--- config.mk ---
export PLATFORM = sky130hd
export DESIGN_NAME = pc_sequencer
export DESIGN_NICKNAME = d
export VERILOG_FILES = /design/src/rtl/pc_sequencer.sv
export SDC_FILE = /design/constraint.sdc
export NUM_CORES = 1
export LEC_CHECK = 0
export CORE_MARGIN = 4
export CORE_UTILIZATION = 68
export CTS_CLUSTER_DIAMETER = 50
export CTS_CLUSTER_SIZE = 28
export DETAILED_ROUTE_END_ITERATION = 7
export DONT_BUFFER_PORTS = 1
export GPL_ROUTABILITY_DRIVEN = 0
export PLACE_DENSITY_LB_ADDON = 0.08
export SYNTH_ARGS = -nofsm -noshare
export SYNTH_HDL_FRONTEND = slang
export SYNTH_SLANG_ARGS = --single-unit
--- constraint.sdc ---
create_clock -name clk -period 4.3 [get_ports clk]
set_input_delay 0.86 -clock clk [delete_from_list [all_inputs] [get_ports clk]]
set_output_delay 0.86 -clock clk [all_outputs]
set_load 0.005 [all_outputs]
--- src/rtl/pc_sequencer.sv ---
// Registered fetch-PC generator with J/JAL target resolution, a return-address
// stack for JR $31 prediction, and execute-stage redirect override.
`timescale 1ns/1ps
module pc_sequencer #(
    parameter logic [31:0] RESET_PC  = 32'h0000_3000,
    parameter int          RAS_DEPTH = 4
) (
    input  logic        clk,
    input  logic        resetn,
    input  logic        stall,
    input  logic [31:0] instruction,
    input  logic        ex_redirect,
    input  logic [31:0] ex_target,
    output logic [31:0] fetch_pc,
    output logic        pc_misaligned,
    output logic        pred_ras_hit,
    output logic        ras_overflow,
    output logic        ras_underflow
);

    localparam int PW = $clog2(RAS_DEPTH);
    localparam int CW = $clog2(RAS_DEPTH + 1);

    localparam logic [5:0] OP_SPECIAL = 6'h00;
    localparam logic [5:0] OP_J       = 6'h02;
    localparam logic [5:0] OP_JAL     = 6'h03;
    localparam logic [5:0] FN_JR      = 6'h08;
    localparam logic [5:0] FN_JALR    = 6'h09;

    logic [31:0]   pc_reg;
    logic [31:0]   ras_mem [RAS_DEPTH];
    logic [PW-1:0] ras_top;
    logic [CW-1:0] ras_count;
    logic          overflow_reg;
    logic          underflow_reg;

    logic [31:0]   seq;
    logic [31:0]   jump_target;
    logic [31:0]   next_pc;
    logic [PW-1:0] top_prev;
    logic          ras_empty;
    logic          ras_full;
    logic          is_j;
    logic          is_jal;
    logic          is_jr;
    logic          is_jalr;
    logic          rs_is_ra;
    logic          do_push;
    logic          do_pop;
    logic          set_underflow;
    logic          ras_hit;

    // ras_top is the next write slot; the most recent return address sits just below it.
    assign seq         = pc_reg + 32'd4;
    assign jump_target = {seq[31:28], instruction[25:0], 2'b00};
    assign top_prev    = ras_top - PW'(1);
    assign ras_empty   = (ras_count == '0);
    assign ras_full    = (ras_count == CW'(RAS_DEPTH));
    assign is_j        = (instruction[31:26] == OP_J);
    assign is_jal      = (instruction[31:26] == OP_JAL);
    assign is_jr       = (instruction[31:26] == OP_SPECIAL) && (instruction[5:0] == FN_JR);
    assign is_jalr     = (instruction[31:26] == OP_SPECIAL) && (instruction[5:0] == FN_JALR);
    assign rs_is_ra    = (instruction[25:21] == 5'd31);

    always_comb begin
        next_pc       = seq;
        do_push       = 1'b0;
        do_pop        = 1'b0;
        set_underflow = 1'b0;
        ras_hit       = 1'b0;
        if (ex_redirect) begin
            next_pc = ex_target;
        end else if (stall) begin
            next_pc = pc_reg;
        end else if (is_j || is_jal) begin
            next_pc = jump_target;
            do_push = is_jal;
        end else if (is_jr && rs_is_ra) begin
            if (!ras_empty) begin
                next_pc = ras_mem[top_prev];
                do_pop  = 1'b1;
                ras_hit = 1'b1;
            end else begin
                set_underflow = 1'b1;
            end
        end else if (is_jalr) begin
            do_push = 1'b1;
        end
    end

    always_ff @(posedge clk) begin
        if (!resetn) begin
            pc_reg        <= RESET_PC;
            ras_top       <= '0;
            ras_count     <= '0;
            overflow_reg  <= 1'b0;
            underflow_reg <= 1'b0;
        end else begin
            pc_reg <= next_pc;
            // A push when full overwrites the oldest entry, which is the slot at ras_top.
            if (do_push) begin
                ras_top <= ras_top + PW'(1);
                if (ras_full) begin
                    overflow_reg <= 1'b1;
                end else begin
                    ras_count <= ras_count + CW'(1);
                end
            end else if (do_pop) begin
                ras_top   <= top_prev;
                ras_count <= ras_count - CW'(1);
            end
            if (set_underflow) begin
                underflow_reg <= 1'b1;
            end
        end
    end

    always_ff @(posedge clk) begin
        if (resetn && do_push) begin
            ras_mem[ras_top] <= seq;
        end
    end

    assign fetch_pc      = pc_reg;
    assign pc_misaligned = |pc_reg[1:0];
    assign pred_ras_hit  = ras_hit;
    assign ras_overflow  = overflow_reg;
    assign ras_underflow = underflow_reg;

endmodule

* Word level (Yosys, flattened, before mapping)
Memory sizes are Yosys's and may differ from the RTL's.
Cells that the tools add are included.
** Word-level totals
- Bits in registers :: 39
- Bits in latches :: 0
- RAM bits :: 128
- Memory bits (read-only) :: 0
- Input bits :: 68
- Memories :: 1
** Memory list
- ras_mem :: words 4, bits a word 32, rd ports 1, clocked after Yosys merged registers in 0, wr ports 1, RTL line 31 : logic [31:0] ras_mem [RAS_DEPTH];
** Cells by class
- $add $sub $neg :: 5
- $mul :: 0
- Div/mod/pow operators :: 0
- Magnitude comparators :: 0
- Eq/ne operators :: 8
- Shifts and indexed selects :: 0
- Muxes and demuxes :: 27
- Bitwise operators :: 0
- Reduce and logical (&&, ||, !) cells :: 11
** Operators by type and width (count)
- two-way mux 32 bit :: 5
- adder 32 x 3 -> 32 bit, second input constant :: 1
- two-way mux 1 bit :: 17
- == test 6 x 2 -> 1 bit, second input constant :: 2
- == test 6 x 4 -> 1 bit, second input constant :: 2
- two-way mux 3 bit :: 3
- logical NOT 6 bit :: 1
- == test 5 bit, second input constant :: 1
- logical AND 1 bit :: 4
- two-way mux 2 bit :: 2
- AND reduction 2 bit :: 2
- adder 3 x 1 -> 3 bit, second input constant :: 1
- == test 3 bit, second input constant :: 1
- logical NOT 3 bit :: 1
- subtractor 3 x 1 -> 3 bit, second input constant :: 1
- adder 2 x 1 -> 2 bit, second input constant :: 1
- inequality test 2 x 1 -> 1 bit, second input constant :: 1
- inequality test 2 bit, second input constant :: 1
- nonzero test 2 bit :: 1
- OR reduction 2 bit :: 1
- subtractor 2 x 1 -> 2 bit, second input constant :: 1
- logical OR 1 bit :: 1

* Depth between registers and ports, before layout
Gate-level depths: netlist (run 1).
- Word-level depth :: 10
- Gate-level depth with buffers :: 10
- Mapped depth without buffers :: 8

* Worst setup path after synthesis (run 1)
OpenSTA, ideal clock, no wires.
- Path kind :: input to register
- Start :: input ex_redirect
- End :: memory ras_mem[0][0], enable pin
- Library setup time :: 0.392 ns
- Arrival :: 2.719 ns
- Required time :: 3.908 ns
- Setup slack :: 1.189 ns
- Cell stages on the path :: 6
- Path buffers :: 2
- Cells stage by stage :: clkbuf_1 nor2_1 nand2_1 a21oi_1 clkbuf_1 and3_1
** On the way
- Word-level cells in the longest chain between the ends :: 4
** RTL lines
- start: declaration :: RTL line 12 : input logic ex_redirect,
- two-way mux 1 bit :: RTL line 71 : if (ex_redirect) begin
- logical AND 1 bit :: RTL line 119 : if (resetn && do_push) begin
- two-way mux 1 bit :: RTL line 119
- two-way mux 1 bit (not written as such) :: RTL line 120 : ras_mem[ras_top] <= seq;
- end: declaration :: RTL line 31
No other way between the ends.

* Worst setup path in the final report (run 1)
- Start :: input instruction[4]
- End :: output pred_ras_hit
** On the way
- Word-level cells in the longest chain between the ends :: 7
** RTL lines
- start: declaration :: RTL line 11 : input logic [31:0] instruction,
- == test 6 x 4 -> 1 bit :: RTL line 61 : assign is_jr = (instruction[31:26] == OP_SPECIAL) && (instruction[5:0] == FN_JR);
- logical AND 1 bit :: RTL line 61
- logical AND 1 bit :: RTL line 78 : end else if (is_jr && rs_is_ra) begin
- two-way mux 1 bit :: RTL line 78
- two-way mux 1 bit :: RTL line 75 : end else if (is_j || is_jal) begin
- two-way mux 1 bit :: RTL line 73 : end else if (stall) begin
- two-way mux 1 bit :: RTL line 71
- end: declaration :: RTL line 16 : output logic pred_ras_hit,
No other way between the ends.

==> impl_results.md, run 1 <==
- Vias: 5,458
- Crit Path Max Fanout: 7
- CTS clk-pin slew, worst paths: 0.06 ns
- Worst reg2reg endpoint: fetch_pc[10]
- Fraction of layout cells with a size suffix above 1: 17.5%
- Unrepaired setup endpoints after global routing: no
- Clock sinks: 167
- CP endpoint kind: output port
- Vias in the first global route: 5,379
- Slew @ Worst Pin: 0.936 ns
- PD cells: 411 mW/mm^2
- Final net count: 638
- Most frequent cells in the layout: 128 x edfxtp_1, 38 x dfxtp_1, 33 x nand2_1
- Die Width: 115 um
- Worst vdd ir: 391 uV
- DR iter-0 viols: 804
- Number of synthesized flops with an enable pin: 128
- Leak pwr: 2.75 nW
- Via density: 7.60
- Post-DRT Antenna Nets: 0
- First-pass GRT wire length: 30.9 mm
- FF+latch count, synth: 167
- Worst skew pair latency: 0.43 ns
- Most common cell after layout, fill and taps aside: edfxtp_1
- Worst r2r src: ras_top[1]
- DIE HEIGHT: 115 um
- DIE AREA: 0.0133 sq mm
- Post-synthesis async set-or-reset flop share: 0%
- Initial antenna violation count: 1
- Final wirelength: 20.2 mm
- Crit path launch: instruction[4]
- Pint: 2.73 mW
- Switching Fraction: 21.6%
- Flop pwr share: 52.3%
- Setup TNS: 0 ns
- Hold_buf cts: 0
- H-tree depth: 4
- Core Region: 0.0110 sq mm
- HP Class: reg2reg
- Row count: 38
- Worst Setup EP: pred_ras_hit
- Slew Limit Fails: 0
- Post-CTS Setup Bufs: 0
- Yosys cell types: 66
- Post-DP Area: 0.00788 sq mm
- Final min period: 2.86 ns
- Max Root-Sink Buffers: 2
- Final Hold Viols: 0
- # Max-Cap Violations: 0
- Ys flop type: edfxtp_1
- F_max: 0.350 GHz
- Fillers: 648
- Pre-CTS setup slack: 1.32 ns
- Syn_nets: 650
- CP Class: in2out
- Setup violators final: 0
- # IOs: 104
- Clock Power Share: 43.3%
- Dpl hpwl: 12.8 mm
- Overflow after GRT: 0
- CTS root buf: clkbuf_16
- Slew HR: 37.5%
- Worst path required time: 3.44 ns
- Synth warnings: 0
- Fin area: 0.00847 sq mm
- NetSw: 751 uW
- Final period utilization: 66.4%
- Syn_area_per_cell: 13.5 sq um
- Crit path launch type: input port
- # DRC: 0
- Initial core utilization: 70.7%
- Setup Skew: 0.00522 ns
- TritonCTS clock tree: yes
- Worst Setup Slack, final: 1.44 ns
- Routed length per instance: 28.2 um
- DR pass1 iterations: 5
- Largest net degree at the start of global routing: 46
- R2R cell count: 7
- Port bufs: 0
- GRT Overall Usage: 31.8%
- Critical path arrival: 2.00 ns
- Syn Std Cell Area: 0.00780 sq mm
- Seq/Total Area, Yosys: 59.3%
- Outcome: finished, final reports clean
- FF-to-FF setup slack: 1.69 ns
- Gates resized, CTS repair: 0
- P&R area growth vs syn: 8.56%
- Synthesized instance count: 576
- Combinational power share: 4.4%
- Total CTS buffers: 17
## power by group through the flow
stage	sequential, mW	combinational (mW)	clock, mW
global route	1.82	0.168	1.60
global placement	1.85	0.141	0
floorplan	1.84	0.127	0
finish	1.82	0.154	1.51
detailed placement	1.85	0.149	0
CTS	1.82	0.151	1.52
## routing by layer
layer | wire (um) | vias to the layer above | track usage [%]
met5 | 0 | - | 0
met4 | 349 | 0 | 10.2
met3 | 2380 | 34 | 10.8
met2 | 9780 | 383 | 47.8
met1 | 7720 | 2754 | 44.5
li1 | - | 2287 | -
## worst max-delay path: stages
cell	delay, ns
nor4_2	0.35
nand4_1	0.27
nor3_2	0.51
## cell usage after synthesis (3+ instances only)
cell type / number / area share (%)
nor4_1: 10 / 0.80
edfxtp_1: 128 / 49
mux4_2: 32 / 9.2
o31ai_1: 10 / 0.96
nand2b_1: 14 / 1.1
a211oi_1: 4 / 0.38
o311ai_0: 10 / 1.1
and3_1: 7 / 0.56
and4_1: 3 / 0.34
a31oi_1: 13 / 1.0
nand2_1: 33 / 1.6
xor2_1: 12 / 1.3
buf_2: 14 / 0.90
clkbuf_1: 24 / 1.2
nand3_1: 25 / 1.6
a21o_1: 10 / 0.96
a21oi_1: 8 / 0.51
o211ai_1: 3 / 0.29
a22oi_1: 8 / 0.77
nor3_1: 4 / 0.26
ha_1: 5 / 0.80
a221oi_1: 16 / 1.8
dfxtp_1: 39 / 10
o21ai_1: 6 / 0.38
a31o_2: 3 / 0.34
o21a_1: 3 / 0.29
nor4_2: 7 / 1.1
o31a_1: 9 / 1.0
buf_4: 3 / 0.29
nand4_1: 7 / 0.56
or2_2: 4 / 0.32
nor2_1: 20 / 0.96
o22ai_1: 4 / 0.32
o21ai_0: 15 / 0.96
inv_1: 12 / 0.58
xnor2_1: 6 / 0.67
or2_1: 9 / 0.72
## registers in the layout (all words and copies together) (netlist names)
register	cells
ras_count	3
ras_top	2
ras_underflow	1
ras_mem	128
ras_overflow	1
fetch_pc	32
## area by class of cell
class,instances,area (sq um),area share [%]
Antenna cell,1,2.50,0.0295
Clock buffer,17,425,5.02
Clock inverter,15,161,1.91
Inverter,12,45.0,0.532
Multi-Input combinational cell,353,2940,34.7
Sequential cell,167,4630,54.6
Tap cell,140,175,2.07
Timing Repair Buffer,13,97.6,1.15
## per-stage QoR
stage	hold slack [ns]	std cells	util, %	total power [mW]
after global routing	0.547	718	76.8	3.59
after CTS	0.516	717	76.8	3.49
final	0.516	718	76.8	3.48
after floorplan	0.461	576	-	1.96
after global placement	0.485	685	71.4	1.99
after detailed placement	0.503	685	71.4	2.00
## kinds of logic (layout without fill, tap and decap cells)
logic type	count (synthesis)	count (layout)	share of synthesized area [%]
other	0	1	0
buffers and inverters	56	57	3.16
AOI/OAI and AO/OA	135	135	12.8
and+or+nand+nor	159	159	12.1
adders and majority gates	6	6	1.06
xor gates and xnor gates	18	18	2.02
DFF	167	167	59.3
muxes	35	35	9.64
## how the worst min path moves through the flow
stage	from	to	slack, ns	cells past startpoint
final	ras_overflow	ras_overflow	0.52	2
after global routing	resetn	fetch_pc[12]	0.55	1
after CTS	ras_overflow	ras_overflow	0.52	2
after detailed placement	ras_overflow	ras_overflow	0.50	2
after global placement	ras_overflow	ras_overflow	0.49	2
after floorplan	ras_overflow	ras_overflow	0.46	2
Power figures use the tool's default switching activity.
==> inputs of run 2 (changes only) <==
Settings changed: CORE_UTILIZATION 68 to 63.
Clock period 4.3 ns to 2.8 ns, I/O delays scaled along.
==> impl_results.md, run 2 (synthesis results as in run 1) <==
- Outcome: finished, final reports clean
- Most flops, register: ras_mem
- Setup TNS: 0 ns
- Max FFs per register: 128
- CP max stage cell: dfxtp_1
- PD cells: 593 mW/mm^2
- Setup violators final: 0
- Largest net degree at the start of global routing: 46
- Final Hold Viols: 0
- Pwr Total: 5.10 mW
- CTS root buf: clkbuf_16
- Max Root-Sink Buffers: 2
- Unrepaired setup endpoints after global routing: no
- Post-CTS Setup Bufs: 0
- Routed length per instance: 26.6 um
- Initial core utilization: 64.7%
- Dpl hpwl: 13.0 mm
- Worst Setup Slack, final: 0.346 ns
- Initial antenna violation count: 2
- DR iter-0 viols: 637
- Hold_buf cts: 0
- Most frequent cells in the layout: 128 x edfxtp_1, 38 x dfxtp_1, 33 x nand2_1
- # DRC: 0
- DR pass1 iterations: 5
- Core Region: 0.0121 sq mm
- DIE AREA: 0.0142 sq mm
- DIE HEIGHT: 119 um
- TritonCTS clock tree: yes
- Total CTS buffers: 17
- # IOs: 104
- GRT Overall Usage: 29.4%
- Slew Limit Fails: 0
- Final net count: 647
- First-pass GRT wire length: 31.0 mm
- F_max: 0.407 GHz
- Gates resized, CTS repair: 0
- Max incr delay on CP: 0.49 ns
- Die Width: 119 um
- Ordered list of cells on the worst path: ha_1 -> nand2_1 -> or3_4 -> or4_1 -> xor2_1 -> inv_1
- Worst skew pair latency: 0.42 ns
- Slew @ Worst Pin: 0.929 ns
- Final wirelength: 20.1 mm
- Crit path launch type: flip-flop
- Port bufs: 0
- Final min period: 2.45 ns
- Pre-CTS setup slack: 0.202 ns
- Buffers & Inverters on Critical Path: 1
- Final period utilization: 87.6%
- CP Class: reg2reg
- CP endpoint kind: flip-flop
- Crit-path leading delay family: simple AND/OR/NAND/NOR gates
- Most common cell after layout, fill and taps aside: edfxtp_1
- # Max-Cap Violations: 0
- Leak pwr: 2.77 nW
- Fraction of layout cells with a size suffix above 1: 18.6%
- Via density: 6.99
- Post-DRT Antenna Nets: 0
- Critical path arrival: 2.61 ns
- Overflow after GRT: 0
- Setup Skew: 0.00565 ns
- H-tree depth: 4
- Row count: 40
- Worst vdd ir: 374 uV
- Worst path required time: 2.96 ns
- Vias in the first global route: 5,336
- P&R area growth vs syn: 10.1%
- Hold Slack: 0.259 ns
- CTS clk-pin slew, worst paths: 0.06 ns
- HP Class: in2reg
- Vias: 5,285
- Clock sinks: 167
- Slew HR: 38.0%
- Crit Path Max Fanout: 13
## run 2: per-layer routing
| metal | GRT usage [%] | vias up | part of all wire [%] |
|---|---|---|---|
| met5 | 0 | - | 0 |
| met3 | 7.79 | 39 | 8.9 |
| li1 | - | 2305 | - |
| met2 | 48.0 | 258 | 51 |
| met4 | 11.2 | 0 | 2.4 |
| met1 | 38.0 | 2683 | 38 |
## run 2: path summary, 6_finish.rpt
kind	startpoint	end	slack, ns	cells after the start
worst min-delay path	resetn	fetch_pc[13]	0.26	1
worst max-delay path	fetch_pc[2]	ras_mem[1][28]	0.35	6
worst max register to register	fetch_pc[2]	ras_mem[1][28]	0.35	6
worst min register to register	ras_underflow	ras_underflow	0.52	2
## run 2: cell type report
class,count,area (sq um)
antenna,2,5.00
sequential,167,4630
fill,836,3470
multi-input combinational,353,2940
timing repair buffer,22,253
tap,168,210
clock buffer,28,487
clock inverter,4,22.5
inverter,12,45.0
## run 2: report_power, final
part	internal, mW	switching (mW)
Sequential	2.72	0.0749
Combinational	0.102	0.148
Clock	1.18	0.879
Total	4.00	1.10
## run 2: stage by stage
stage	instance area [sq um]	util, %	std cells
2_1_floorplan	7810	-	576
5_1_grt	8590	71.2	756
6_report	8590	71.2	756
3_3_place_gp	8080	67.0	722
4_1_cts	8580	71.2	754
3_5_place_dp	8080	67.0	722
